===== src/rtl/mux2a1class_arb_pkg.sv =====
// mux2a1class_arb_pkg: word layout and arbiter state encoding.
// These definitions are shared with the class demux and the class FIFOs.
// Word layout: bit9 = class, bit8 = dest, bits7:0 = payload.
package mux2a1class_arb_pkg;
  localparam int DATA_W    = 10;
  localparam int CLASS_BIT = 9;
  localparam int DEST_BIT  = 8;
  localparam int PAYLOAD_W = 8;

  typedef enum logic {SERVE0 = 1'b0, SERVE1 = 1'b1} arb_state_t;

  typedef struct packed {
    logic                 cls;
    logic                 dest;
    logic [PAYLOAD_W-1:0] payload;
  } word_t;

  // True when the class field of a word matches the FIFO it came from.
  function automatic logic class_ok(input logic [DATA_W-1:0] w, input logic k);
    return w[CLASS_BIT] == k;
  endfunction
endpackage


===== src/rtl/mux2a1class_arb_if.sv =====
// mux2a1class_arb_if: bus bundle for the class recombiner.
// Contents:
//   - Class-0 / class-1 FIFO heads (data, empty) and their pops.
//   - Downstream backpressure (full_in).
//   - Registered output word and its valid pulse.
//   - Sticky class error flag and per-class forwarded-word counters.
// Modports:
//   - slave:  the arbiter side.
//   - master: the FIFO / egress side.
interface mux2a1class_arb_if #(
  parameter int DATA_W = 10,
  parameter int CNT_W  = 8
);
  logic [DATA_W-1:0] fifo0_data;
  logic              fifo0_empty;
  logic              fifo0_pop;
  logic [DATA_W-1:0] fifo1_data;
  logic              fifo1_empty;
  logic              fifo1_pop;
  logic              full_in;
  logic [DATA_W-1:0] data_out;
  logic              valid_out;
  logic              err_class;
  logic [CNT_W-1:0]  cnt0;
  logic [CNT_W-1:0]  cnt1;

  modport slave (
    input  fifo0_data, fifo0_empty, fifo1_data, fifo1_empty, full_in,
    output fifo0_pop, fifo1_pop, data_out, valid_out, err_class, cnt0, cnt1
  );

  modport master (
    output fifo0_data, fifo0_empty, fifo1_data, fifo1_empty, full_in,
    input  fifo0_pop, fifo1_pop, data_out, valid_out, err_class, cnt0, cnt1
  );
endinterface


===== src/rtl/mux2a1class_arb_rr_weight_arb.sv =====
// rr_weight_arb: weighted round-robin choice between two class FIFOs.
// Ports:
//   - clk, reset_L:   clock and asynchronous active-low reset.
//   - empty0, empty1: FIFO empty flags.
//   - full:           downstream backpressure; blocks every grant.
//   - grant0, grant1: combinational one-hot grants, used directly as pops.
module rr_weight_arb
  import mux2a1class_arb_pkg::*;
#(
  parameter int WEIGHT0 = 2,
  parameter int WEIGHT1 = 1
) (
  input  logic clk,
  input  logic reset_L,
  input  logic empty0,
  input  logic empty1,
  input  logic full,
  output logic grant0,
  output logic grant1
);
  arb_state_t state, state_n, other;
  logic [3:0] burst, burst_n, inc, wt;
  logic own_empty, oth_empty, go, serve_own, serve_oth, switch_own;

  always_ff @(posedge clk or negedge reset_L)
    if (!reset_L) begin
      state <= SERVE0;
      burst <= '0;
    end else begin
      state <= state_n;
      burst <= burst_n;
    end

  // The current state's class is served first. The other class is taken
  // only when the own FIFO is empty, and that also moves the state over.
  // After a grant, the burst count saturates at the weight. Once it reaches
  // the weight and the other class is waiting, the state hands over.
  always_comb begin
    other      = state == SERVE0 ? SERVE1 : SERVE0;
    own_empty  = state == SERVE0 ? empty0 : empty1;
    oth_empty  = state == SERVE0 ? empty1 : empty0;
    wt         = state == SERVE0 ? 4'(WEIGHT0) : 4'(WEIGHT1);
    go         = reset_L & ~full;
    serve_own  = go & ~own_empty;
    serve_oth  = go & own_empty & ~oth_empty;
    inc        = burst == wt ? burst : burst + 4'd1;
    switch_own = serve_own & (inc == wt) & ~oth_empty;
    state_n    = (switch_own | serve_oth) ? other : state;
    burst_n    = (switch_own | serve_oth) ? 4'd0 : serve_own ? inc : burst;
    grant0     = state == SERVE0 ? serve_own : serve_oth;
    grant1     = state == SERVE1 ? serve_own : serve_oth;
  end
endmodule


===== src/rtl/mux2a1class_arb.sv =====
// mux2a1class_arb: merges the class-0 and class-1 FIFO streams into one word stream.
// Ports:
//   - clk, reset_L: clock and asynchronous active-low reset.
//   - bus (slave):  FIFO heads and pops, full_in, and the registered outputs
//                   data_out / valid_out, err_class, cnt0 and cnt1.
// Behaviour:
//   - A popped word appears on data_out with valid_out one cycle later.
//   - A word whose class bit disagrees with its source FIFO is dropped and
//     sets err_class, which stays set until reset.
module mux2a1class_arb
  import mux2a1class_arb_pkg::*;
#(
  parameter int WEIGHT0 = 2,
  parameter int WEIGHT1 = 1,
  parameter int CNT_W   = 8
) (
  input  logic clk,
  input  logic reset_L,
  mux2a1class_arb_if.slave bus
);
  logic              grant0, grant1, take, fwd;
  logic [DATA_W-1:0] word, data_q;
  logic              valid_q, err_q;
  logic [CNT_W-1:0]  cnt0_q, cnt1_q;

  rr_weight_arb #(.WEIGHT0(WEIGHT0), .WEIGHT1(WEIGHT1)) u_arb (
    .clk    (clk),
    .reset_L(reset_L),
    .empty0 (bus.fifo0_empty),
    .empty1 (bus.fifo1_empty),
    .full   (bus.full_in),
    .grant0 (grant0),
    .grant1 (grant1)
  );

  assign bus.fifo0_pop = grant0;
  assign bus.fifo1_pop = grant1;
  assign take          = grant0 | grant1;
  assign word          = grant1 ? bus.fifo1_data : bus.fifo0_data;
  // A mis-classed word is still popped and still counts as an arbiter grant.
  assign fwd           = take & class_ok(word, grant1);

  always_ff @(posedge clk or negedge reset_L)
    if (!reset_L) begin
      data_q  <= '0;
      valid_q <= 1'b0;
      err_q   <= 1'b0;
      cnt0_q  <= '0;
      cnt1_q  <= '0;
    end else begin
      valid_q <= fwd;
      if (fwd) data_q <= word;
      if (take && !fwd) err_q <= 1'b1;
      if (fwd && !grant1) cnt0_q <= cnt0_q + 1'b1;
      if (fwd && grant1) cnt1_q <= cnt1_q + 1'b1;
    end

  assign bus.data_out  = data_q;
  assign bus.valid_out = valid_q;
  assign bus.err_class = err_q;
  assign bus.cnt0      = cnt0_q;
  assign bus.cnt1      = cnt1_q;
endmodule


===== src/flat_wrapper.sv =====
// flat-port wrapper written by rule: the top's interface ports become plain ports
module mux2a1class_arb_flat import mux2a1class_arb_pkg::*;
#(
  parameter int WEIGHT0 = 2,
  parameter int WEIGHT1 = 1,
  parameter int CNT_W   = 8
)
  (clk, reset_L, bus_fifo0_data, bus_fifo0_empty, bus_fifo1_data, bus_fifo1_empty, bus_full_in, bus_fifo0_pop, bus_fifo1_pop, bus_data_out, bus_valid_out, bus_err_class, bus_cnt0, bus_cnt1);
  mux2a1class_arb_if #(.CNT_W(CNT_W)) bus_i ();
  input  logic clk;
  input  logic reset_L;
  input wire logic [$bits(bus_i.fifo0_data)-1:0] bus_fifo0_data;
  input wire logic [$bits(bus_i.fifo0_empty)-1:0] bus_fifo0_empty;
  input wire logic [$bits(bus_i.fifo1_data)-1:0] bus_fifo1_data;
  input wire logic [$bits(bus_i.fifo1_empty)-1:0] bus_fifo1_empty;
  input wire logic [$bits(bus_i.full_in)-1:0] bus_full_in;
  output wire logic [$bits(bus_i.fifo0_pop)-1:0] bus_fifo0_pop;
  output wire logic [$bits(bus_i.fifo1_pop)-1:0] bus_fifo1_pop;
  output wire logic [$bits(bus_i.data_out)-1:0] bus_data_out;
  output wire logic [$bits(bus_i.valid_out)-1:0] bus_valid_out;
  output wire logic [$bits(bus_i.err_class)-1:0] bus_err_class;
  output wire logic [$bits(bus_i.cnt0)-1:0] bus_cnt0;
  output wire logic [$bits(bus_i.cnt1)-1:0] bus_cnt1;
  assign bus_i.fifo0_data = bus_fifo0_data;
  assign bus_i.fifo0_empty = bus_fifo0_empty;
  assign bus_i.fifo1_data = bus_fifo1_data;
  assign bus_i.fifo1_empty = bus_fifo1_empty;
  assign bus_i.full_in = bus_full_in;
  assign bus_fifo0_pop = bus_i.fifo0_pop;
  assign bus_fifo1_pop = bus_i.fifo1_pop;
  assign bus_data_out = bus_i.data_out;
  assign bus_valid_out = bus_i.valid_out;
  assign bus_err_class = bus_i.err_class;
  assign bus_cnt0 = bus_i.cnt0;
  assign bus_cnt1 = bus_i.cnt1;
  mux2a1class_arb #(.WEIGHT0(WEIGHT0), .WEIGHT1(WEIGHT1), .CNT_W(CNT_W)) u_core (.clk(clk), .reset_L(reset_L), .bus(bus_i));
endmodule

===== config.mk =====
export PLATFORM = sky130hd
export DESIGN_NAME = mux2a1class_arb_flat
export DESIGN_NICKNAME = d
export VERILOG_FILES = /design/src/rtl/mux2a1class_arb_pkg.sv /design/src/rtl/mux2a1class_arb_if.sv /design/src/rtl/mux2a1class_arb_rr_weight_arb.sv /design/src/rtl/mux2a1class_arb.sv /design/src/flat_wrapper.sv
export SDC_FILE = /design/constraint.sdc
export NUM_CORES = 1
export LEC_CHECK = 0
export ABC_AREA = 1
export CORE_MARGIN = 4
export CORE_UTILIZATION = 35
export DETAILED_ROUTE_END_ITERATION = 10
export GPL_ROUTABILITY_DRIVEN = 0
export HOLD_SLACK_MARGIN = 0.08
export PLACE_DENSITY = 0.75
export SYNTH_ARGS = -nofsm -noshare
export SYNTH_HDL_FRONTEND = slang
export SYNTH_SLANG_ARGS = --single-unit

===== constraint.sdc =====
create_clock -name clk -period 1.54 [get_ports clk]
set_input_delay 0.231 -clock clk [delete_from_list [all_inputs] [get_ports clk]]
set_output_delay 0.231 -clock clk [all_outputs]
set_load 0.05 [all_outputs]

==> After elaboration in Yosys (flattened, before gate mapping) <==
Index checks and enable logic that the tools add are counted.
{ "classes": {"n_addsub": 3, "n_mul": 0, "n_div": 0, "order_cmp": 0, "eq_ne": 3, "n_shift": 0, "mux": 10, "n_bitwise": 12, "n_reduce_logical": 6} }
{ "op_table": {"columns": ["operator", "n"], "rows": [
  ["$add A8 B1 Y8 const B", 2],
  ["$mux W4", 3],
  ["$mux W10", 1],
  ["$eq A4 B2 Y1", 2],
  ["$and A1 B1 Y1", 7],
  ["$mux W1", 5],
  ["$add A4 B1 Y4 const B", 1],
  ["$logic_and A1 B1 Y1", 3],
  ["$not A1 Y1", 3],
  ["$logic_not A1 Y1", 2],
  ["$mux W2", 1],
  ["$or A1 B1 Y1", 2],
  ["$reduce_bool A2 Y1", 1],
  ["$eq A1 B1 Y1", 1]
]} }
{ "word_totals": {"register_bits": 33, "latch_bits": 0, "ramBits": 0, "romBits": 0, "in_bits": 25, "output_inout_bits": 30, "n_memories": 0} }

==> Logic depth before layout (Yosys ltp) <==
Gate-level depths: netlist (run 1).
{ "depth": {"depth_word": 10, "mapped_depth": 11, "depth_no_buf": 11} }

==> Hierarchy <==
From an unflattened synthesis (run 1), not the netlist that was laid out.
{ "hier_totals": {"cells_unflattened": 205, "area_unflattened_um2": 1825.5} }
{ "modules_own_cells": {"columns": ["mod", "instances", "cells_each", "area_each_um2", "seq_area_each_um2"], "rows": [
  ["mux2a1class_arb", 1, 137, 1361.3, 700.7],
  ["rr_weight_arb", 1, 68, 464.2, 125.1]
]} }

==> Worst setup path after synthesis (run 1) <==
No wires, ideal clock.
{ "synth_path": {"kind": "register to register", "from": "reg u_core.u_arb.state", "to": "reg u_core.cnt1_q[7], in the netlist u_core.bus.cnt1[7]", "setup_time_ns": 0.140, "arrival_time_ns": 1.429, "path_slack_ns": -0.029, "path_stages_with_launch": 9, "path_buffers": 0, "period_less_slack_ns": 1.569, "cell_sequence": "dfrtp_1 > inv_2 > nand2_2 > nand2_2 > nor2_4 > nand2_4 > nor2_4 > nand4_2 > xnor2_1"} }
{ "synth_via": {"elab_chain_cells": 8, "elab_cells_between_ends": 14, "cone_classes": "1 x eq/ne; 5 x mux; 7 x bitwise; 1 x reduce/logical"} }
{ "synth_rtl": {"columns": ["element", "line_no", "text"], "rows": [
  ["start: declaration", "mux2a1class_arb_rr_weight_arb.sv:21", "arb_state_t state, state_n, other;"],
  ["start signal: assignment", "mux2a1class_arb_rr_weight_arb.sv:30", "state <= state_n;"],
  ["$mux W1, on equally long branches", "mux2a1class_arb_rr_weight_arb.sv:40, mux2a1class_arb_rr_weight_arb.sv:41", null],
  ["$and A1 B1 Y1 (tied with other cells)", "mux2a1class_arb_rr_weight_arb.sv:45", "serve_oth = go & own_empty & ~oth_empty;"],
  ["$and A1 B1 Y1, on equally long branches", "mux2a1class_arb_rr_weight_arb.sv:45, mux2a1class_arb_rr_weight_arb.sv:44", null],
  ["$mux W1 (*)", "mux2a1class_arb_rr_weight_arb.sv:51", "grant1 = state == SERVE1 ? serve_own : serve_oth;"],
  ["named net bus_fifo1_pop", "flat_wrapper.sv:18", "output wire logic [$bits(bus_i.fifo1_pop)-1:0] bus_fifo1_pop;"],
  ["$mux W10", "mux2a1class_arb.sv:39", "assign word = grant1 ? bus.fifo1_data : bus.fifo0_data;"],
  ["$eq A1 B1 Y1", "mux2a1class_arb_pkg.sv:20", "return w[CLASS_BIT] == k;"],
  ["$and A1 B1 Y1", "mux2a1class_arb.sv:41", "assign fwd = take & class_ok(word, grant1);"],
  ["$logic_and A1 B1 Y1 (*)", "mux2a1class_arb.sv:55", "if (fwd && grant1) cnt1_q <= cnt1_q + 1'b1;"],
  ["end signal: assignment", "mux2a1class_arb.sv:55", null],
  ["end: declaration", "mux2a1class_arb.sv:24", "logic [CNT_W-1:0] cnt0_q, cnt1_q;"]
]} }
The timed path passes the listed nets; every way through them passes the cells marked *.
A chain may end at the register's enable or synchronous reset.

==> Worst setup path after layout (run 1) <==
{ "layout_path": {"from": "in bus_fifo0_empty", "to": "out bus_fifo0_pop"} }
{ "layout_via": {"elab_chain_cells": 4, "elab_cells_between_ends": 8, "cone_classes": "3 x mux; 5 x bitwise"} }
{ "layout_rtl": {"columns": ["element", "line_no", "text"], "rows": [
  ["start: declaration", "flat_wrapper.sv:13", "input wire logic [$bits(bus_i.fifo0_empty)-1:0] bus_fifo0_empty;"],
  ["$mux W1, on equally long branches", "mux2a1class_arb_rr_weight_arb.sv:40, mux2a1class_arb_rr_weight_arb.sv:41", null],
  ["$and A1 B1 Y1 (tied with other cells)", "mux2a1class_arb_rr_weight_arb.sv:45", null],
  ["$and A1 B1 Y1, on equally long branches", "mux2a1class_arb_rr_weight_arb.sv:45, mux2a1class_arb_rr_weight_arb.sv:44", null],
  ["$mux W1 (*)", "mux2a1class_arb_rr_weight_arb.sv:50", "grant0 = state == SERVE0 ? serve_own : serve_oth;"],
  ["end: declaration", "flat_wrapper.sv:17", "output wire logic [$bits(bus_i.fifo0_pop)-1:0] bus_fifo0_pop;"]
]} }
Mark *: on every way between the ends. The rest lies on a longest branch, timed or not.

==> out/results.ini, run 1 <==
[floorplan]
fp-row-count = 25
die-area_sq_um = 6097
die_x_um = 78.09
dieHeight_um = 78.09
start_util_pct = 36.16
pin_count = 55
coreArea_sq_um = 4755

[final_layout]
n_antenna_cell = 0
drive_gt1_share_pct = 32.37
final_cells = 345
final_nets = 305
fill_cells = 439
stdcell_area_sq_um = 2766
area_growth_pct = 60.92

[critical_path]
regToRegStartpoint = u_core.u_arb.state
worstPathMaxFanout = 4
crit_slowest_cell = clkdlybuf4s50_1
rr_endpoint = u_core.bus.data_out[8]
rr_worst_depth = 10
worstPathRequired_ns = 1.31
startpoint_type = primary input
max_stage_delay_ns = 0.43
path_cells = clkdlybuf4s50_1 -> inv_2 -> buf_4 -> nand3_4 -> inv_4 -> buf_12
crit_start = bus_fifo0_empty
critPathKind = primary input to primary output
worst_setup_path_end_kind = primary output
cp.arrival_ns = 1.26
r2r_slack_ns = 0.09

[pwr]
pwr_density_cell_nw_per_um2 = 1591
peakVddDrop_mv = 0.7808
p_clk_share_pct = 14.0
pwr-share-seq_pct = 33.5
power.switching_mw = 2.010
p_leak_nw = 1.408
switching_share_pct = 45.66
internal_power_mw = 2.392
p_comb_share_pct = 52.5

[grt]
antenna_found_initial = 0
grt_pass1_wl_um = 6603
grt-ovfl-total = 0
grt_max_degree = 34
grt_use_total_pct = 13.41
grt_pass1_vias = 1503

[clock_network]
clk_pin_slew_ns = 0.06
cts_tree = built
clockBufferDepth = 2
cts.sinks = 33
cts_root_buf = clkbuf_8
cts_buffers = 5
htreeDepth = 2
clock_latency_ns = 0.28
ctsHoldBuffers = 0

[route]
drtIter0Drc = 46
antenna_left = 0
drc = 0
wl_um = 4088
wl_per_cell_um = 11.85
dr.max_layer_used = met4
routed_via_density = 4.565
wl_met3_um = 283
vias = 1575
first_pass_iters = 4
m1WireLength_um = 1681
wl_met2_um = 2075

[synthesis]
syn_nets = 227
yosysSeqAreaShare_pct = 48.03
synthCells = 199
synth-warning-count = 0
yosys.cell_types.count = 28
ys_ff_latch = 33
synth_area_per_cell_sq_um = 8.639
synthesis.area_sq_um = 1719

[sta]
tightestPinTransition_ns = 0.4254
hold_violations = 0
hold_slack_ns = 0.1486
setup_slack_ns = 0.04671
finClkSkew_ns = 0.004422
drv_slew = 0
min_period_ns = 1.493
slew_headroom_pct = 71.64
period_share_pct = 96.97
setup_viol = 0
fmax_ghz = 0.6697

[placement]
numPlacedInstances = 331
placed_area_sq_um = 2547
dpl.hpwl_um = 3032
port_buffers = 54
pre_cts_ws_ns = -0.2339

[job]
maxCapViolations = 0

[run_status]
outcome = completed

[min_path]
worstHoldPathType = primary input to async pin

## power by group through the flow
stage / registers [mW] / clock network, mW / logic (mW)
floorplan: 2.08 / 0 / 0.628
global placement: 1.45 / 0 / 2.13
detailed placement: 1.45 / 0 / 2.16
CTS: 1.45 / 0.640 / 2.17
global route: 1.51 / 0.677 / 2.48
finish: 1.47 / 0.616 / 2.31
## worst max-delay path by stage
stage | to | cells after the start
after floorplan | u_core.bus.cnt1[7] | 8
after global placement | u_core.bus.data_out[3] | 10
after detailed placement | u_core.bus.data_out[8] | 10
after CTS | bus_fifo1_pop | 6
after global routing | u_core.u_arb.state | 11
final | bus_fifo0_pop | 6
## metrics by stage
stage               utilization [%]  power, mW  setup TNS, ns
floorplan                         -      2.708       -0.03689
global placement              53.58      3.578         -5.040
detailed placement            53.58      3.613         -5.895
CTS                           55.66      4.258              0
global route                  58.18      4.665       -0.02472
finish                        58.18      4.402              0
## placed cells by master, fill, tap and decap left out, drive strengths merged
cell	n
nand2	74
buf	49
dfrtp	33
clkdlybuf4s50	21
nand3	21
inv	21
nor2	14
xor2	8
xnor2	7
clkbuf	6
nand4	4
a21oi	3
o21ai	3
ha	3
a31oi	2
clkinv	2
dlygate4sd2	2
a32o	1
mux2i	1
nor4	1
a31o	1
dlymetal6s2s	1
## cell type report
class	count	area [sq um]	area share (%)
multi-input combinational	143	868.3	31.39
sequential	33	829.5	29.99
timing repair buffer	73	815.8	29.49
inverter	21	86.33	3.121
tap	67	83.83	3.030
clock buffer	6	72.57	2.623
clock inverter	2	10.01	0.3618
## sequential cells by signal, summed over array words and instances, names as in the netlist
register / cells
u_core.u_arb.burst: 4
u_core.bus.cnt1: 8
u_core.bus.data_out: 10
u_core.u_arb.state: 1
u_core.bus.cnt0: 8
u_core.bus.valid_out: 1
u_core.bus.err_class: 1
## logic make-up after synthesis
kind of cell | count (synthesis) | synth area share, %
compound gates | 10 | 3.784
xor+xnor | 15 | 7.642
fa+ha+maj | 3 | 2.184
buf+inv | 23 | 5.677
flops | 33 | 48.03
mux | 1 | 0.5823
simple gates | 114 | 32.10
## metal layers
metal	GRT usage, %	up-vias
met1	16.52	738
li1	-	785
met5	0	-
met4	3.671	0
met3	4.243	5
met2	22.69	47
## synthesized netlist by cell type
master,n,area [sq um]
o21ai_1,1,5.000
a21oi_1,2,10.01
mux2i_1,1,10.01
a21oi_2,1,8.760
a31oi_1,2,12.51
nand2_4,2,22.52
a31o_2,1,8.760
nor2_8,1,20.02
buf_6,1,11.26
nand3_1,20,100.1
nor2_1,9,33.78
nand3_4,1,17.52
buf_4,1,7.510
nand4_2,1,12.51
nand2_1,68,255.2
nor4_1,1,6.260
inv_2,2,7.510
nand4_1,3,18.77
nor2_4,3,33.78
xor2_1,8,70.07
nor2_2,1,6.260
xnor2_1,7,61.31
a32o_1,1,10.01
nand2_2,4,25.02
o21ai_0,2,10.01
ha_1,3,37.54
inv_1,19,71.32
dfrtp_1,33,825.8
## critical path, delay by kind of cell
family        cells  cell delay, ns
buf+inv           5            0.91
simple gates      1            0.11
## timing repair
| action | in CTS | in global routing |
|---|---|---|
| buffers inserted | 2 | 4 |
| pin swaps | 3 | 10 |
| gates resized for setup | 6 | 25 |
| endpoints found under the hold margin | 0 | 0 |
| setup endpoints to repair | 2 | 22 |
Note: power is estimated with default switching activity, not from simulation.
==> run 2: changes to the inputs <==
SETUP_SLACK_MARGIN = 0.2   (was not set)
==> out/results.ini, run 2 (same netlist as run 1, synthesis figures left out) <==
[clock_network]
cts_root_buf = clkbuf_8  ; unchanged
cts_tree = built  ; unchanged
cts.sinks = 33  ; unchanged
ctsHoldBuffers = 0  ; unchanged
clk_pin_slew_ns = 0.07  ; was 0.06 ns
htreeDepth = 2  ; unchanged
clock_latency_ns = 0.27  ; was 0.28 ns
cts_buffers = 5  ; unchanged
clockBufferDepth = 2  ; unchanged

[final_layout]
final_cells = 354  ; was 345
drive_gt1_share_pct = 40.07  ; was 32.37%
final_nets = 314  ; was 305
stdcell_area_sq_um = 2894  ; was 2766 sq um
largest_register_ffs = 10  ; unchanged
layout_common_cells = nand2_1, buf_4, dfrtp_1  ; unchanged
fill_cells = 410  ; was 439
area_growth_pct = 68.34  ; was 60.92%
n_antenna_cell = 0  ; unchanged
final_common_cell = nand2_1  ; unchanged
post-route-util_pct = 60.87  ; was 58.18%

[critical_path]
worstPathMaxFanout = 5  ; was 4
cp_common_cell = nand2_4
worst_setup_path_end_kind = primary output  ; unchanged
critPathKind = flip-flop to primary output  ; was primary input to primary output
crit_slowest_cell = dfrtp_2  ; was clkdlybuf4s50_1
path_delay_family = flip-flops  ; was buffers and inverters
cp.arrival_ns = 1.24  ; was 1.26 ns
cp_num_buf_inv = 3  ; was 5
worstPathRequired_ns = 1.31  ; about the same
max_stage_delay_ns = 0.47  ; was 0.43 ns
startpoint_type = flip-flop  ; was primary input
path_cells = inv_4 -> nand2_4 -> nand2_4 -> nor2_4 -> buf_6 -> buf_12  ; was clkdlybuf4s50_1 -> inv_2 -> buf_4 -> nand3_4 -> inv_4 -> buf_12

[placement]
numPlacedInstances = 334  ; was 331
placed_area_sq_um = 2566  ; was 2547 sq um
pre_cts_ws_ns = -0.3645  ; was -0.2339 ns
dpl.hpwl_um = 3056  ; was 3032 um
port_buffers = 54  ; unchanged

[sta]
slew_headroom_pct = 71.76  ; was 71.64%
drv_slew = 0  ; unchanged
tightestPinTransition_ns = 0.4236  ; was 0.4254 ns
min_period_ns = 1.471  ; was 1.493 ns
hold_slack_ns = 0.2295  ; was 0.1486 ns
setup_viol = 0  ; unchanged
finClkSkew_ns = 0.002615  ; was 0.004422 ns
setup_slack_ns = 0.06863  ; was 0.04671 ns
hold_violations = 0  ; unchanged
fin_setup_tns_ns = 0  ; unchanged
rsz0062_at_grt = yes
period_share_pct = 95.54  ; was 96.97%
fmax_ghz = 0.6796  ; was 0.6697 GHz

[grt]
grt_pass1_wl_um = 7127  ; was 6603 um
grt_use_total_pct = 14.43  ; was 13.41%
antenna_found_initial = 0  ; unchanged
grt-ovfl-total = 0  ; unchanged
grt_max_degree = 34  ; unchanged
grt_pass1_vias = 1561  ; was 1503

[pwr]
pwr_density_cell_nw_per_um2 = 1581  ; was 1591 nW/um^2
power.total_mw = 4.575  ; was 4.402 mW
p_leak_nw = 1.433  ; was 1.408 nW
peakVddDrop_mv = 1.532  ; was 0.7808 mV

[route]
vias = 1648  ; was 1575
routed_via_density = 4.655  ; was 4.565
first_pass_iters = 4  ; unchanged
antenna_left = 0  ; unchanged
drtIter0Drc = 85  ; was 46
wl_per_cell_um = 12.69  ; was 11.85 um
drc = 0  ; unchanged
wl_um = 4494  ; was 4088 um

[floorplan]
dieHeight_um = 78.09  ; unchanged
fp-row-count = 25  ; unchanged
die_x_um = 78.09  ; unchanged
die-area_sq_um = 6097  ; unchanged
pin_count = 55  ; unchanged
start_util_pct = 36.16  ; unchanged
coreArea_sq_um = 4755  ; unchanged

[min_path]
worstHoldPathType = primary input to async pin  ; unchanged

[job]
maxCapViolations = 0  ; unchanged

[run_status]
outcome = completed  ; unchanged

-- run 2: cell types whose count changed in the layout (fill, tap and decap cells not counted), sizes merged --
cell	delta
clkinv	-2
nand2	+1
clkdlybuf4s50	-1
clkbuf	+2
buf	+8
dlymetal6s2s	-1
dlygate4sd2	+2
-- run 2: layout make-up --
type / count / area [sq um] / share of cell area, %
repair buffers: 81 / 870.8 / 30.09
well taps: 67 / 83.83 / 2.897
inverters: 21 / 86.33 / 2.983
flip-flops and latches: 33 / 837.1 / 28.92
multi-input cells: 144 / 925.9 / 31.99
clock buffers: 8 / 90.09 / 3.113
-- run 2: layer usage --
layer	GRT usage, %	vias up	routed length [um]
met5	0	-	0
met4	3.147	0	19
met3	3.326	2	221
met2	25.51	41	2348
met1	17.92	802	1905
li1	-	803	-
-- run 2: repair_timing --
item,CTS,global route
setup buffers,9,2
pin swaps,9,11
gates resized for setup,33,14
hold endpoints to repair,0,0
cloned,1,0
endpoints found under the setup margin,35,34
-- run 2: worst reg2reg max path, delay by kind of cell, from the launching register on --
kind                   cells  cell delay (ns)
buffers and inverters      2             0.21
XOR/XNOR                   1             0.14
flip-flops                 1             0.45
AND/OR/NAND/NOR            6             0.51
-- run 2: worst paths after layout --
path	slack [ns]	endpoint	cells past startpoint	startpoint
worst min register to register	0.48	u_core.bus.cnt1[7]	1	u_core.bus.cnt1[7]
max in group asynchronous	0.98	u_core.u_arb.burst[1]	2	reset_L
worst max register to register	0.12	u_core.bus.cnt1[7]	9	u_core.u_arb.state
min in group clk	0.48	u_core.bus.cnt1[7]	1	u_core.bus.cnt1[7]
worst max-delay path	0.07	bus_fifo1_pop	6	u_core.u_arb.state
worst min-delay path	0.23	u_core.bus.cnt0[5]	2	reset_L
-- run 2: report_power, final --
part	switching [mW]	leakage [nW]	internal, mW
clock network	0.308	0.0455	0.365
logic	1.45	0.980	0.989
registers	0.321	0.407	1.14
total	2.08	1.43	2.50
==> run 3: changes to the inputs <==
CORE_MARGIN = not set   (was 4)
==> out/results.ini, run 3 (same netlist as run 1, synthesis figures left out) <==
[critical_path]
startpoint_type = flip-flop  ; unchanged
worst_setup_path_end_kind = primary output  ; unchanged
worstPathMaxFanout = 4  ; was 5
cp.arrival_ns = 1.23  ; was 1.24 ns
critPathKind = flip-flop to primary output  ; unchanged
worstPathRequired_ns = 1.31  ; about the same

[route]
wl_um = 4292  ; was 4494 um
drc = 0  ; unchanged
vias = 1611  ; was 1648
routed_via_density = 4.577  ; was 4.655
antenna_left = 0  ; unchanged
drtIter0Drc = 86  ; was 85
wl_per_cell_um = 12.19  ; was 12.69 um
first_pass_iters = 4  ; unchanged

[clock_network]
cts_root_buf = clkbuf_8  ; unchanged
cts_buffers = 5  ; unchanged
clk_pin_slew_ns = 0.07  ; about the same
htreeDepth = 2  ; unchanged
clock_latency_ns = 0.30  ; was 0.27 ns
clockBufferDepth = 2  ; unchanged
cts.sinks = 33  ; unchanged
cts_tree = built  ; unchanged

[sta]
finClkSkew_ns = 0.008293  ; was 0.002615 ns
fmax_ghz = 0.6845  ; was 0.6796 GHz
setup_viol = 0  ; unchanged
fin_setup_tns_ns = 0  ; unchanged
min_period_ns = 1.461  ; was 1.471 ns
hold_slack_ns = 0.2196  ; was 0.2295 ns
drv_slew = 0  ; unchanged
rsz0062_at_grt = yes  ; unchanged
period_share_pct = 94.86  ; was 95.54%
hold_violations = 0  ; unchanged
slew_headroom_pct = 73.05  ; was 71.76%
tightestPinTransition_ns = 0.4042  ; was 0.4236 ns

[pwr]
peakVddDrop_mv = 0.9220  ; was 1.532 mV
p_leak_nw = 1.422  ; was 1.433 nW
power.total_mw = 4.492  ; was 4.575 mW
pwr_density_cell_nw_per_um2 = 1580  ; was 1581 nW/um^2

[run_status]
outcome = completed  ; unchanged

[final_layout]
final_cells = 352  ; was 354
stdcell_area_sq_um = 2843  ; was 2894 sq um
final_common_cell = nand2_1  ; unchanged
seqCellArea_sq_um = 835.8  ; was 837.1 sq um
n_antenna_cell = 0  ; unchanged
largest_register_ffs = 10  ; unchanged
layout_common_cells = nand2_1, buf_4, dfrtp_1  ; unchanged
area_growth_pct = 65.36  ; was 68.34%
final_nets = 312  ; was 314
fill_cells = 409  ; was 410
drive_gt1_share_pct = 39.65  ; was 40.07%
multi_input_area_sq_um = 930.9  ; was 925.9 sq um

[placement]
dpl.hpwl_um = 3069  ; was 3056 um
port_buffers = 54  ; unchanged
placed_area_sq_um = 2529  ; was 2566 sq um
numPlacedInstances = 334  ; unchanged

[floorplan]
dieHeight_um = 72.09  ; was 78.09 um
pin_count = 55  ; unchanged
start_util_pct = 36.40  ; was 36.16%
fp-row-count = 25  ; unchanged
coreArea_sq_um = 4723  ; was 4755 sq um
die_x_um = 72.09  ; was 78.09 um
die-area_sq_um = 5196  ; was 6097 sq um

[grt]
antenna_found_initial = 0  ; unchanged
grt_use_total_pct = 17.52  ; was 14.43%
grt_pass1_vias = 1547  ; was 1561
grt_pass1_wl_um = 6934  ; was 7127 um
grt-ovfl-total = 0  ; unchanged
grt_max_degree = 34  ; unchanged

[min_path]
worstHoldPathType = primary input to async pin  ; unchanged

[job]
maxCapViolations = 0  ; unchanged

## run 3: layout make-up
| class | count | share of cell area (%) |
|---|---|---|
| Sequential cell | 33 | 29.40 |
| Inverter | 21 | 3.125 |
| Timing Repair Buffer | 80 | 28.87 |
| Multi-Input combinational cell | 143 | 32.75 |
| Tap cell | 67 | 2.949 |
| Clock buffer | 6 | 2.553 |
| Clock inverter | 2 | 0.3521 |
## run 3: path summary, 6_finish.rpt
check | startpoint | to | slack [ns] | cells past startpoint
min in group clk | u_core.bus.data_out[9] | u_core.bus.data_out[9] | 0.49 | 2
setup / recovery | u_core.u_arb.state | bus_fifo1_pop | 0.08 | 6
max in group asynchronous | reset_L | u_core.u_arb.burst[0] | 1.01 | 2
hold / removal | reset_L | u_core.bus.cnt0[0] | 0.22 | 2
setup reg to reg | u_core.u_arb.state | u_core.u_arb.state | 0.12 | 11
hold reg to reg | u_core.bus.data_out[9] | u_core.bus.data_out[9] | 0.49 | 2
## run 3: critical path, cell delays in order, from the launching register on
cell	delay (ns)
dfrtp_2	0.45
inv_4	0.09
nand2_4	0.06
nand2_4	0.06
nor2_4	0.04
buf_6	0.11
buf_12	0.13
## run 3: what timing repair did
action | in CTS | in global routing
setup buffers | 9 | 1
pin swaps | 6 | 5
setup endpoints to repair | 33 | 32
hold buffers | 0 | 0
resized for setup | 39 | 11
## run 3: stage by stage
step / utilization (%) / setup slack [ns]
final: 60.19 / 0.07910
after global routing: 60.19 / 0.01410
after CTS: 58.89 / 0.07608
after detailed placement: 53.54 / -0.3289
after global placement: 53.54 / -0.2407
after floorplan: - / -0.02869
## run 3: routing by layer
metal  up-vias  wire (um)  track usage (%)
li1        803          -                -
met1       767       1804            20.79
met2        33       2262            29.80
met3         8        138            3.750
met4         0         86            9.150
met5         -          0                0
## run 3: power by group
part	internal [mW]	leakage [nW]	switching [mW]	total (mW)
clock network	0.313	0.0450	0.331	0.644
logic	0.933	0.969	1.46	2.39
registers	1.14	0.409	0.317	1.46
total	2.39	1.42	2.11	4.49
==> edit 1 (settings of run 3) <==
`CNT_W` is set to 8 in 3 places; all go to 9.
--- a/src/rtl/mux2a1class_arb_if.sv
+++ b/src/rtl/mux2a1class_arb_if.sv
@@ -9,7 +9,7 @@
 //   - master: the FIFO / egress side.
 interface mux2a1class_arb_if #(
   parameter int DATA_W = 10,
-  parameter int CNT_W  = 8
+  parameter int CNT_W  = 9
 );
   logic [DATA_W-1:0] fifo0_data;
   logic              fifo0_empty;
--- a/src/rtl/mux2a1class_arb.sv
+++ b/src/rtl/mux2a1class_arb.sv
@@ -12,7 +12,7 @@
 #(
   parameter int WEIGHT0 = 2,
   parameter int WEIGHT1 = 1,
-  parameter int CNT_W   = 8
+  parameter int CNT_W   = 9
 ) (
   input  logic clk,
   input  logic reset_L,
--- a/src/flat_wrapper.sv
+++ b/src/flat_wrapper.sv
@@ -3,7 +3,7 @@
 #(
   parameter int WEIGHT0 = 2,
   parameter int WEIGHT1 = 1,
-  parameter int CNT_W   = 8
+  parameter int CNT_W   = 9
 )
   (clk, reset_L, bus_fifo0_data, bus_fifo0_empty, bus_fifo1_data, bus_fifo1_empty, bus_full_in, bus_fifo0_pop, bus_fifo1_pop, bus_data_out, bus_valid_out, bus_err_class, bus_cnt0, bus_cnt1);
   mux2a1class_arb_if #(.CNT_W(CNT_W)) bus_i ();
Interface: changed (resized bus_cnt0 and bus_cnt1); port bits go from 55 to 57. No check against the original RTL was run, so the function may have changed too.
==> edit 1 against run 3 <==
- non-clock buffer count rose by 2
- setup slack got worse by 0.062 ns
- largest cell class unchanged
- wire length grew 10%
- synthesized area is 8.3% higher
- register-to-register slack lost 0.09 ns
- critical path type unchanged
- power decreased by 2.4%
- sequential cell count up 2
- final area is 11% higher
- die area rose by 8.1%
- hold slack better by 0.26 ns
- via count increased by 5.7%
==> edit 1: results (changes against run 3) <==
[clock_network]
cts_resized=25  ; -36%
cts_root_buffer=clkbuf_8
htree_levels=2  ; unchanged
post_cts.repair.setup_buffers=6  ; -3
clkTransAtPathRegs_ns=0.08
ctsHoldBuffers=1  ; +1

[setup_path]
r2r_setup_slack_ns=0.03  ; -0.09 ns
reg2reg_to=u_core.bus.cnt0[5]
worst_r2r_path_depth=8  ; -3
critPathMaxFanout=6  ; +2
cp.arrival_ns=1.29  ; +0.06 ns

[sta]
finClkSkew_ns=0.00763  ; -0.000665 ns
relSlewSlack_pct=71.0  ; -2.1 points

[cells_and_area]
diodes=0  ; unchanged
layout-drive-gt1-share_pct=44.4  ; +4.8 points
fin_cells=367  ; +4.3%
fin_nets=324  ; +3.8%
fill_cells=419  ; +2.4%

[grt]
grt_util_met3_pct=3.88  ; +0.13 points
grt_pass1_wl_um=7120  ; +2.7%
grt.met1_usage_pct=20.5  ; -0.33 points
grt_use_total_pct=16.8  ; -0.67 points
grt_max_degree=36  ; +5.9%
use_met2_pct=29.8  ; about the same

[yosys]
synth_area_leaders=dfrtp_1 47%, nand2_1 14%, xnor2_1 4.2%
synth_commonest_cells=67 x nand2_1, 35 x dfrtp_1, 19 x inv_1
seq_area_frac_synth_pct=47.0  ; -0.99 points
synth_cells=212  ; +6.5%
yosysWarnings=0  ; unchanged

[pwr]
p_leak_nw=1.54  ; +8.4%
irDropWorstVdd_mv=1.17  ; +27%

[route]
route.met2.wl_um=2540  ; +12%
wl_met1_um=1920  ; +6.7%
wl_um=4720  ; +10%
dr_total_vias=1703  ; +5.7%
wl_met3_um=226  ; +64%
drt_iter0_markers=94  ; +9.3%

[place]
dp_hpwl_um=3350  ; +9.2%
place_inst=351  ; +5.1%
numPortBuffers=56  ; +3.7%

[outcome]
outcome=complete, no violations

edit 1: kinds of logic (layout without fill, tap and decap cells):
family | Yosys count | after routing | synth area share (%)
AND/OR/NAND/NOR | 112 | 112 | 28.6
XOR/XNOR | 16 | 16 | 7.53
adder cells (fa/ha/maj) | 3 | 3 | 2.02
buffers and inverters | 27 | 112 | 6.92
AO/OA/AOI/OAI | 19 | 19 | 7.93
flip-flops | 35 | 35 | 47.0
edit 1: metrics by stage:
stage	total power (W)	setup TNS, ns	instance area, um2	utilization [%]	setup slack, ns
final	0.00439	0	3160	61.8	0.0174
after global routing	0.00463	-0.492	3160	61.8	-0.0716
after CTS	0.00425	0	2980	58.4	0.0758
after detailed placement	0.00330	-8.46	2740	53.6	-0.321
after global placement	0.00326	-7.53	2740	53.6	-0.298
after floorplan	0.00255	-4.43	1880	-	-0.241
edit 1: how the worst min path moves through the flow:
stage                                   endpoint  cells past startpoint  slack [ns]
after floorplan               u_core.bus.cnt0[0]                      0       -0.06
after global placement        u_core.bus.cnt1[3]                      2        0.31
after detailed placement      u_core.bus.cnt1[0]                      2        0.31
after CTS                 u_core.bus.data_out[5]                      2        0.48
after global routing        u_core.bus.err_class                      1        0.52
final                     u_core.bus.data_out[5]                      2        0.48
edit 1: worst max-delay path: stages, from the launching register on:
cell     delay (ns)
dfrtp_2        0.45
nor2_4         0.06
nor3_4         0.24
buf_6          0.14
buf_12         0.12
edit 1: power by group:
group          switching, W  leakage (nW)  internal [W]
Sequential         0.000287         0.451       0.00115
Combinational       0.00127          1.03      0.000862
Clock              0.000340        0.0581      0.000482
edit 1: layout make-up:
type                       instances  share of cell area, %
tap                               70                   2.77
sequential                        35                   27.9
clock buffer                       5                   2.18
multi-input combinational        150                   33.9
inverter                          22                   2.93
clock inverter                     3                   1.39
timing repair buffer              82                   28.9
==> edit 2 (config.mk and constraints of run 3) <==
Made on the original files. Reset style: synchronous (`reset_L`), changed in 2 clocked blocks. Comments in the files are not updated.
--- a/src/rtl/mux2a1class_arb_rr_weight_arb.sv
+++ b/src/rtl/mux2a1class_arb_rr_weight_arb.sv
@@ -22,7 +22,7 @@
   logic [3:0] burst, burst_n, inc, wt;
   logic own_empty, oth_empty, go, serve_own, serve_oth, switch_own;
 
-  always_ff @(posedge clk or negedge reset_L)
+  always_ff @(posedge clk)
     if (!reset_L) begin
       state <= SERVE0;
       burst <= '0;
--- a/src/rtl/mux2a1class_arb.sv
+++ b/src/rtl/mux2a1class_arb.sv
@@ -40,7 +40,7 @@
   // A mis-classed word is still popped and still counts as an arbiter grant.
   assign fwd           = take & class_ok(word, grant1);
 
-  always_ff @(posedge clk or negedge reset_L)
+  always_ff @(posedge clk)
     if (!reset_L) begin
       data_q  <= '0;
       valid_q <= 1'b0;
Check against the original RTL: differs if reset_L is asserted again (counterexample within 4 cycles, from zero or initial values and one cycle with reset_L low); with reset_L held inactive, the same outputs for 10 cycles.
==> edit 2 against run 3 <==
- synthesized area fell by 3.2%
- setup slack worse by 0.037 ns
- sequential cell count did not move
- via count up 18%
- critical path depth down 1
- final area increased by 0.26%
- wire length is 5.1% higher
- non-clock buffer count up 8
- largest cell class unchanged
Power is not compared: it rests on default switching activity, and its combinational part moved more than twofold at a synthesized area within 25%.
==> edit 2: results (changes against run 3) <==
[grt]
grt_pass1_vias=1807  ; +17%
grt_pass1_wl_um=7670  ; +11%
grt_use_total_pct=19.8  ; +2.3 points
grt_util_met3_pct=6.27  ; +2.5 points
grt.met1_usage_pct=21.0  ; +0.20 points
grt_max_degree=14  ; -59%

[yosys]
synth_nets=277  ; +22%
yosys.area_share.adder_pct=2.26  ; +0.072 points
yosys.cell_types.count=25  ; -11%
synth_commonest_cells=84 x nand2_1, 33 x dfxtp_1, 29 x nor2_1
async_flop_share_pct=0  ; -100 points
yosys.area_share.xor_xnor_pct=2.63  ; -5.0 points
synth_area_leaders=dfxtp_1 40%, nand2_1 19%, a21oi_1 8.1%
seq_area_frac_synth_pct=39.7  ; -8.3 points
synth_compound_area_share_pct=12.5  ; +8.7 points
synth_cells=249  ; +25%

[place]
place_inst=368  ; +10%
dpl_cell_area_um2=2380  ; -5.9%
dp_hpwl_um=3090  ; +0.58%

[cells_and_area]
area_delta_synth_final_pct=71.3
multi_input_gates=188  ; +31%
nNonClkBuffers=88  ; +10%

[setup_path]
critPathMaxFanout=5  ; +1
worst_r2r_path_depth=10  ; -1
slowest_delay_ns=0.39  ; -0.06 ns
critical_path.slowest_cell=dfxtp_4
reg2reg_from=u_core.u_arb.state

[route]
drtPass1Iterations=6  ; +2
vias_per_cell=4.82  ; +5.3%
wl_met1_um=1900  ; +5.3%
dr_total_vias=1894  ; +18%

[sta]
finClkSkew_ns=0.00341  ; -0.00489 ns
worst_slew_pin_slew_ns=0.362  ; -0.0418 ns

[outcome]
outcome=complete, no violations

-- edit 2: cell count changes in the layout (fill, tap and decap cells not counted), sizes merged, moves of 8 or more --
cell	run 3	this run
dfrtp	33	0
dfxtp	0	33
a21oi	3	27
nor2	14	29
nand2	74	86
buf	56	64
-- edit 2: what timing repair did --
action,4_1_cts,5_1_grt
resized for setup,34,37
pin swaps,9,3
setup buffers,13,3
gates cloned,1,0
endpoints found under the setup margin,32,30
-- edit 2: power by group through the flow --
stage	logic, W	registers (W)	clock network, W
global placement	0.000299	0.000904	0
finish	0.000359	0.000884	0.000797
global route	0.000389	0.000885	0.000862
floorplan	0.000111	0.000949	0
CTS	0.000338	0.000883	0.000811
detailed placement	0.000301	0.000904	0
-- edit 2: cells by family after synthesis --
logic type,count (synthesis)
xor+xnor,5
simple gates,142
flops,33
compound gates,38
fa+ha+maj,3
buf+inv,28
